<file path="src/rtl/dmem_arbiter.sv">
// dmem_arbiter
// Shares the single-port data memory between the CPU load/store port and a
// debug port. Accesses are serialised through IDLE -> ACCESS -> WAIT -> RESP.
// The CPU has fixed priority, but the debug port is granted once the CPU has
// won STARVE_MAX consecutive contested arbitrations.
//
// Ports
//   clk, rst_n                      clock, synchronous active-low reset
//   cpu_req/we/addr/wdata           CPU request, held stable until cpu_ack
//   cpu_rdata, cpu_ack, cpu_stall   CPU read data, completion pulse, stall
//   dbg_req/we/addr/wdata           debug request, held stable until dbg_ack
//   dbg_rdata, dbg_ack              debug read data, completion pulse
//   mem_en/we/addr/wdata            memory strobe and write controls
//   mem_rdata                       memory read data, valid MEM_LAT cycles
//                                   after the mem_en cycle
//
// state  | meaning
// IDLE   | arbitrate, latch the winner's request
// ACCESS | drive mem_en for one cycle, load latency counter
// WAIT   | count down memory latency, capture read data at count 1
// RESP   | one-cycle ack to the owner, requests ignored
module dmem_arbiter #(
  parameter int ADDR_W     = 32,
  parameter int DATA_W     = 32,
  parameter int MEM_LAT    = 2,
  parameter int STARVE_MAX = 4
) (
  input  logic              clk,
  input  logic              rst_n,
  input  logic              cpu_req,
  input  logic              cpu_we,
  input  logic [ADDR_W-1:0] cpu_addr,
  input  logic [DATA_W-1:0] cpu_wdata,
  output logic [DATA_W-1:0] cpu_rdata,
  output logic              cpu_ack,
  output logic              cpu_stall,
  input  logic              dbg_req,
  input  logic              dbg_we,
  input  logic [ADDR_W-1:0] dbg_addr,
  input  logic [DATA_W-1:0] dbg_wdata,
  output logic [DATA_W-1:0] dbg_rdata,
  output logic              dbg_ack,
  output logic              mem_en,
  output logic              mem_we,
  output logic [ADDR_W-1:0] mem_addr,
  output logic [DATA_W-1:0] mem_wdata,
  input  logic [DATA_W-1:0] mem_rdata
);

  localparam int SW = ($clog2(STARVE_MAX + 1) > 3) ? $clog2(STARVE_MAX + 1) : 3;
  localparam logic [SW-1:0] STREAK_MAX = SW'(STARVE_MAX);
  localparam logic [3:0]    LAT_LOAD   = 4'(MEM_LAT);

  typedef enum logic [1:0] {IDLE, ACCESS, WAIT, RESP} state_t;

  state_t            state, state_nxt;
  logic [3:0]        lat_cnt;
  logic [SW-1:0]     streak;
  logic              owner_dbg;
  logic              lat_we;
  logic [ADDR_W-1:0] lat_addr;
  logic [DATA_W-1:0] lat_wdata;
  logic              grant;
  logic              grant_dbg;

  always_ff @(posedge clk) begin
    if (!rst_n) state <= IDLE;
    else        state <= state_nxt;
  end

  always_comb begin
    state_nxt = state;
    grant     = 1'b0;
    grant_dbg = 1'b0;
    mem_en    = 1'b0;
    mem_we    = 1'b0;
    cpu_ack   = 1'b0;
    dbg_ack   = 1'b0;
    case (state)
      IDLE: begin
        if (cpu_req || dbg_req) begin
          grant     = 1'b1;
          // Debug wins when alone, or when the CPU streak has hit its limit.
          grant_dbg = dbg_req & (~cpu_req | (streak == STREAK_MAX));
          state_nxt = ACCESS;
        end
      end
      ACCESS: begin
        mem_en    = 1'b1;
        mem_we    = lat_we;
        state_nxt = WAIT;
      end
      WAIT: begin
        if (lat_cnt == 4'd1) state_nxt = RESP;
      end
      RESP: begin
        cpu_ack   = ~owner_dbg;
        dbg_ack   = owner_dbg;
        state_nxt = IDLE;
      end
      default: state_nxt = IDLE;
    endcase
  end

  always_ff @(posedge clk) begin
    if (!rst_n) begin
      owner_dbg <= 1'b0;
      lat_we    <= 1'b0;
      lat_addr  <= '0;
      lat_wdata <= '0;
      lat_cnt   <= '0;
      streak    <= '0;
      cpu_rdata <= '0;
      dbg_rdata <= '0;
    end else begin
      if (grant) begin
        owner_dbg <= grant_dbg;
        lat_we    <= grant_dbg ? dbg_we    : cpu_we;
        lat_addr  <= grant_dbg ? dbg_addr  : cpu_addr;
        lat_wdata <= grant_dbg ? dbg_wdata : cpu_wdata;
      end
      // In IDLE with dbg_req high a grant always happens, so a non-debug
      // grant here is a contested CPU win.
      if (state == IDLE) begin
        if (!dbg_req || grant_dbg) streak <= '0;
        else if (streak != '1)     streak <= streak + SW'(1);
      end
      if (state == ACCESS)    lat_cnt <= LAT_LOAD;
      else if (state == WAIT) lat_cnt <= lat_cnt - 4'd1;
      if (state == WAIT && lat_cnt == 4'd1 && !lat_we) begin
        if (owner_dbg) dbg_rdata <= mem_rdata;
        else           cpu_rdata <= mem_rdata;
      end
    end
  end

  assign mem_addr  = lat_addr;
  assign mem_wdata = lat_wdata;
  assign cpu_stall = cpu_req & ~cpu_ack;

endmodule

</file>
<file path="config.mk">
export PLATFORM = sky130hd
export DESIGN_NAME = dmem_arbiter
export DESIGN_NICKNAME = d
export VERILOG_FILES = /design/src/rtl/dmem_arbiter.sv
export SDC_FILE = /design/constraint.sdc
export NUM_CORES = 1
export LEC_CHECK = 0
export ABC_CLOCK_PERIOD_IN_PS = 4980
export CAP_MARGIN = 10
export CORE_UTILIZATION = 30
export DETAILED_ROUTE_END_ITERATION = 8
export GPL_TIMING_DRIVEN = 1
export PLACE_DENSITY = 0.68
export SYNTH_ARGS = -nofsm -noshare
export SYNTH_HDL_FRONTEND = slang
export SYNTH_SLANG_ARGS = --single-unit
</file>
<file path="constraint.sdc">
create_clock -name clk -period 4.98 [get_ports clk]
set_input_delay 0.498 -clock clk [delete_from_list [all_inputs] [get_ports clk]]
set_output_delay 0.498 -clock clk [all_outputs]
set_load 0.01 [all_outputs]
</file>
; ---- Word-level counts from Yosys, hierarchy flattened
; Cells that the tools add are included.
[totals]
reg_bits = 139
in_bits = 166
output_inout_bits = 133
elab_cells = 59
[op_classes]
n_addsub = 2
n_eq_ne = 8
n_mux = 18
bitwise = 7
n_reduce_logical = 14
[op_table]
columns = operator, n
row1 = 2-to-1 mux 32 bit, 2
row2 = 2-to-1 mux 1 bit, 9
row3 = 2-to-1 mux 2 bit, 4
row4 = case mux 2 bit (4 select lines), 1
row5 = AND reduction 2 bit, 4
row6 = 2-to-1 mux 3 bit, 2
row7 = equality test 2 bit (second input constant), 2
row8 = equality test 4 x 1 -> 1 bit (second input constant), 1
row9 = inequality test 2 bit (second input constant), 2
row10 = NOT 1 bit, 4
row11 = nonzero test 2 bit, 2
row12 = subtractor 4 x 1 -> 4 bit (second input constant), 1
row13 = adder 3 x 1 -> 3 bit (second input constant), 1
row14 = equality test 3 bit (second input constant), 1
row15 = inequality test 3 bit (second input constant), 1
row16 = bitwise AND 1 bit, 2
row17 = equality test 2 x 1 -> 1 bit (second input constant), 1
row18 = logical AND 1 bit, 2
row19 = logical NOT 1 bit, 2
row20 = logical NOT 2 bit, 1
row21 = logical OR 1 bit, 2
row22 = OR reduction 2 bit, 1
row23 = OR 1 bit, 1

; ---- Logic depth before layout (Yosys ltp)
[logic_depth]
word_depth = 8
mapped_depth = 7
depth_no_buf = 5

; ---- Worst setup path after synthesis
; Ideal clock, no wire load.
[synth_path]
kind = reg-to-reg
startpoint = register state[0]
endpoint = register cpu_rdata[10]
setup_ns = 0.119
t_arrival_ns = 1.441
required_time_ns = 4.861
setup_slack_ns = 3.420
stages_incl_launch_ff = 8
n_path_buf = 2
period_less_slack_ns = 1.560
cell_sequence = dfxtp_1 inv_1 ha_1 and4bb_1 nor3b_2 buf_4 buf_8 mux2i_1
[synth_via]
elab_chain_cells = 4
[synth_lines]
columns = item, line_no
row1 = "start, declared", 56  ; state_t state, state_nxt;
row2 = "start signal, assigned", 68  ; else state <= state_nxt;
row3 = equality test 2 bit, 130  ; if (state == WAIT && lat_cnt == 4'd1 && !lat_we) begin
row4 = logical AND 1 bit (2 in series), 130
row5 = AND reduction 2 bit (no line), --
row6 = "end signal, assigned", 132  ; else cpu_rdata <= mem_rdata;
row7 = "end, declared", 34  ; output logic [DATA_W-1:0] cpu_rdata,
; Every way passes these cells.
; A chain may end at the register's enable or synchronous reset.

; ---- Final worst setup path
[layout_path]
startpoint = register state[0]
endpoint = register lat_wdata[26], in the netlist mem_wdata[26]
[layout_via]
elab_chain_cells = 3
elab_cells_between_ends = 4
classes_between = 3 x mux / 1 x reduce/logical
[layout_lines]
columns = item, line_no
row1 = logical NOT 2 bit *, 79  ; case (state)
row2 = 2-to-1 mux 1 bit, 79
row3 = 2-to-1 mux 32 bit, 120  ; lat_wdata <= grant_dbg ? dbg_wdata : cpu_wdata;
row4 = "end signal, assigned", 120
row5 = "end, declared", 62  ; logic [DATA_W-1:0] lat_wdata;
; Mark *: on every way between the ends. The rest lies on a longest branch, timed or not.

==> impl_metrics.csv <==
group,metric,value,unit
status,status,"finished, final reports clean",
placement,hpwl,12.97,mm
synth,syn_area,6141,µm²
clock_network,clkLatencyLatePin,420,ps
timing,maxSlewHeadroom,0.3205,
clock_network,cts_made_buffers,17,
clock_network,cts_tree,"built",
cells_and_area,multi_input_area,3005,µm²
synth,synth_edf_count,0,
detailed_routing,via_count,5818,
global_route,grt_pass1_vias,5924,
synth,synth.avg_cell_area,9.071,µm²
detailed_routing,via_per_inst,4.773,
clock_network,clk_pin_slew_worst_paths,70,ps
timing,worst_slack,2511,ps
global_route,grt_max_degree,91,
pwr,p_leak,3.588,nW
detailed_routing,drtPass1Iterations,7,
timing,worstMarginPinSlew,1019,ps
floorplanning,num_rows,51,
cells_and_area,final_common_cell,"clkdlybuf4s50_1",
detailed_routing,wl_per_cell,15.84,µm
worst_setup_path,crit_type,"register to register",
detailed_routing,drc,0,
global_route,grt_usage,0.1857,
worst_setup_path,critPathLaunchType,"register",
synth,ys_types,38,
placement,portBuffers,298,
clock_network,clock_sinks,139,
cells_and_area,diodes,0,
worst_setup_path,critPathMaxFanout,53,
cells_and_area,nets,1116,
timing,whs,457.1,ps
pwr,power.total,4.048,mW
min_path,worst_hold_path_type,"register to register",
worst_setup_path,worstSetupEndpoint,"mem_wdata[26]",
placement,post-place-cells,1187,
worst_setup_path,worstRegToRegCells,6,
worst_setup_path,rr_endpoint,"mem_wdata[26]",
worst_setup_path,path_cells,"inv_1 > ha_1 > o21a_2 > buf_4 > o21ai_0 > a211oi_2",
synth,ys_seq_area_frac,0.4531,
worst_setup_path,worstPathRequired,5320,ps
timing,rsz0062_at_grt,"no",
worst_setup_path,r2r-start,"state[0]",
placement,dp_slack,2171,ps
pwr,p_per_area,415.3,nW/µm²
clock_network,cts_setup_buffers,0,
timing,setup_tns,0,ps
global_route,overflow,0,
synth,yosysWarnings,0,
clock_network,clockBufferDepth,2,
floorplanning,coreArea,19780,µm²
cells_and_area,fill_cells,1906,
cells_and_area,drive_gt1_frac,0.09329,
synth,synth_seq_cells,139,
clock_network,cts.htree.levels,4,
floorplanning,num_io_pins,299,
placement,place.gp.congestion,0.7684,
cells_and_area,ff_latch_area,2783,µm²
floorplanning,dieHeight,145.1,µm
floorplanning,die_x,145.1,µm
timing,hold_violations,0,
worst_setup_path,r2r_slack,2510,ps
cells_and_area,stdcell_count,1219,
worst_setup_path,critPathArrivalTime,2810,ps
floorplanning,dieArea,21050,µm²
synth,synth_cells,677,
worst_setup_path,slowest_delay,870,ps
floorplanning,start_util,0.3104,
cells_and_area,area_growth,58.74,%
pwr,vdd_ir_drop_max,0.2313,mV
worst_setup_path,critPathCaptureType,"register",
clock_network,cts-root-buf,"clkbuf_16",
timing,finalCritPeriodShare,0.4958,
worst_setup_path,cp-startpoint,"state[0]",
detailed_routing,wl,19.31,mm
synth,async_reset_ff_frac,0,
timing,fin_crit,2469,ps
clock_network,postCtsHoldBufs,0,
synth,synthesis.nets,852,
clock_network,ctsResizeCount,0,
worst_setup_path,critPathSlowestCell,"o21a_2",
timing,clock_skew,13.95,ps
detailed_routing,antenna_left,0,
synth,synthFlopType,"dfxtp_1",
global_route,grt_pass1_wl,31.21,mm
cells_and_area,final_cell_mix,"clkdlybuf4s50_1, dfxtp_1, nand2_1, nor2_1",
timing,slew_violations,0,
global_route,grt_antenna_before_repair,0,
timing,fmax,405.0,MHz
job,drv_cap,0,
detailed_routing,drt-initial-drc-count,243,
timing,finalSetupViolCount,0,
## final cells by class
class	count	share of cell area
clock inverters	15	0.01322
well taps	265	0.03401
flip-flops and latches	139	0.2855
clock buffers	17	0.04364
repair buffers	307	0.3127
inverters	7	0.002695
multi-input cells	469	0.3083
## worst max-delay path, delay by kind of cell (launching register included)
kind / cells / cell delay (ps)
AO/OA/AOI/OAI: 3 / 1230
flip-flops: 1 / 350
buffers and inverters: 2 / 440
adder cells (fa/ha/maj): 1 / 360
## through the flow
step | area, µm² | util
finish | 9748 | 0.4928
global route | 9748 | 0.4928
CTS | 9748 | 0.4928
detailed placement | 9194 | 0.4648
global placement | 9194 | 0.4648
floorplan | 6141 | -
## how the worst min path moves through the flow
stage                              from             to  slack, ps  cells past startpoint
after detailed placement  cpu_rdata[17]  cpu_rdata[17]        450                      2
final                      dbg_rdata[3]   dbg_rdata[3]        460                      2
after global routing      cpu_rdata[10]  cpu_rdata[10]        480                      2
after global placement     cpu_rdata[1]   cpu_rdata[1]        440                      2
after CTS                 dbg_rdata[28]  dbg_rdata[28]        460                      2
after floorplan                state[1]       state[1]        470                      2
## synth_stat cells (all sizes together) (2+ instances only)
master  count  area (µm²)
dfxtp     139        2783
nand2     101       379.1
nor2       69       259.0
o21ai      67       335.3
a211oi     65       683.2
mux2i      65       650.6
nor3       65       325.3
buf        37       264.0
clkbuf     25       93.84
ha          9       112.6
inv         7       26.28
nor2b       4       25.02
a21boi      2       18.77
a21oi       2       10.01
a22o        2       17.52
and2        2       12.51
xnor2       2       17.52
## per-layer routing
metal  share of wire  global-route usage  vias to the layer above
li1                -                   -                     2878
met1            0.44              0.2263                     2664
met2            0.45              0.2925                      250
met3           0.088             0.07138                       26
met4           0.023             0.07474                        0
met5               0                   0                        -
## state kept, by name, indices dropped and copies added, names as in the netlist
| name | flops |
|---|---|
| cpu_rdata | 32 |
| dbg_rdata | 32 |
| mem_addr | 32 |
| mem_wdata | 32 |
| lat_cnt | 4 |
| streak | 3 |
| state | 2 |
| lat_we | 1 |
| owner_dbg | 1 |
## report_power, final
group          switching (mW)  total [mW]  internal [mW]
Sequential              0.116        1.43           1.31
Clock                   0.546        1.20          0.652
Combinational           0.744        1.42          0.679
## kinds of logic (layout without fill, tap and decap cells)
kind of cell | Yosys count | after routing | synth area share
adders and majority gates | 9 | 9 | 0.01834
muxes | 66 | 66 | 0.1078
and+or+nand+nor | 249 | 249 | 0.1746
buffers and inverters | 69 | 346 | 0.06255
AOI/OAI and AO/OA | 142 | 142 | 0.1793
xor gates and xnor gates | 3 | 3 | 0.004280
DFF | 139 | 139 | 0.4531
No activity file was read; power rests on OpenSTA's default activity.
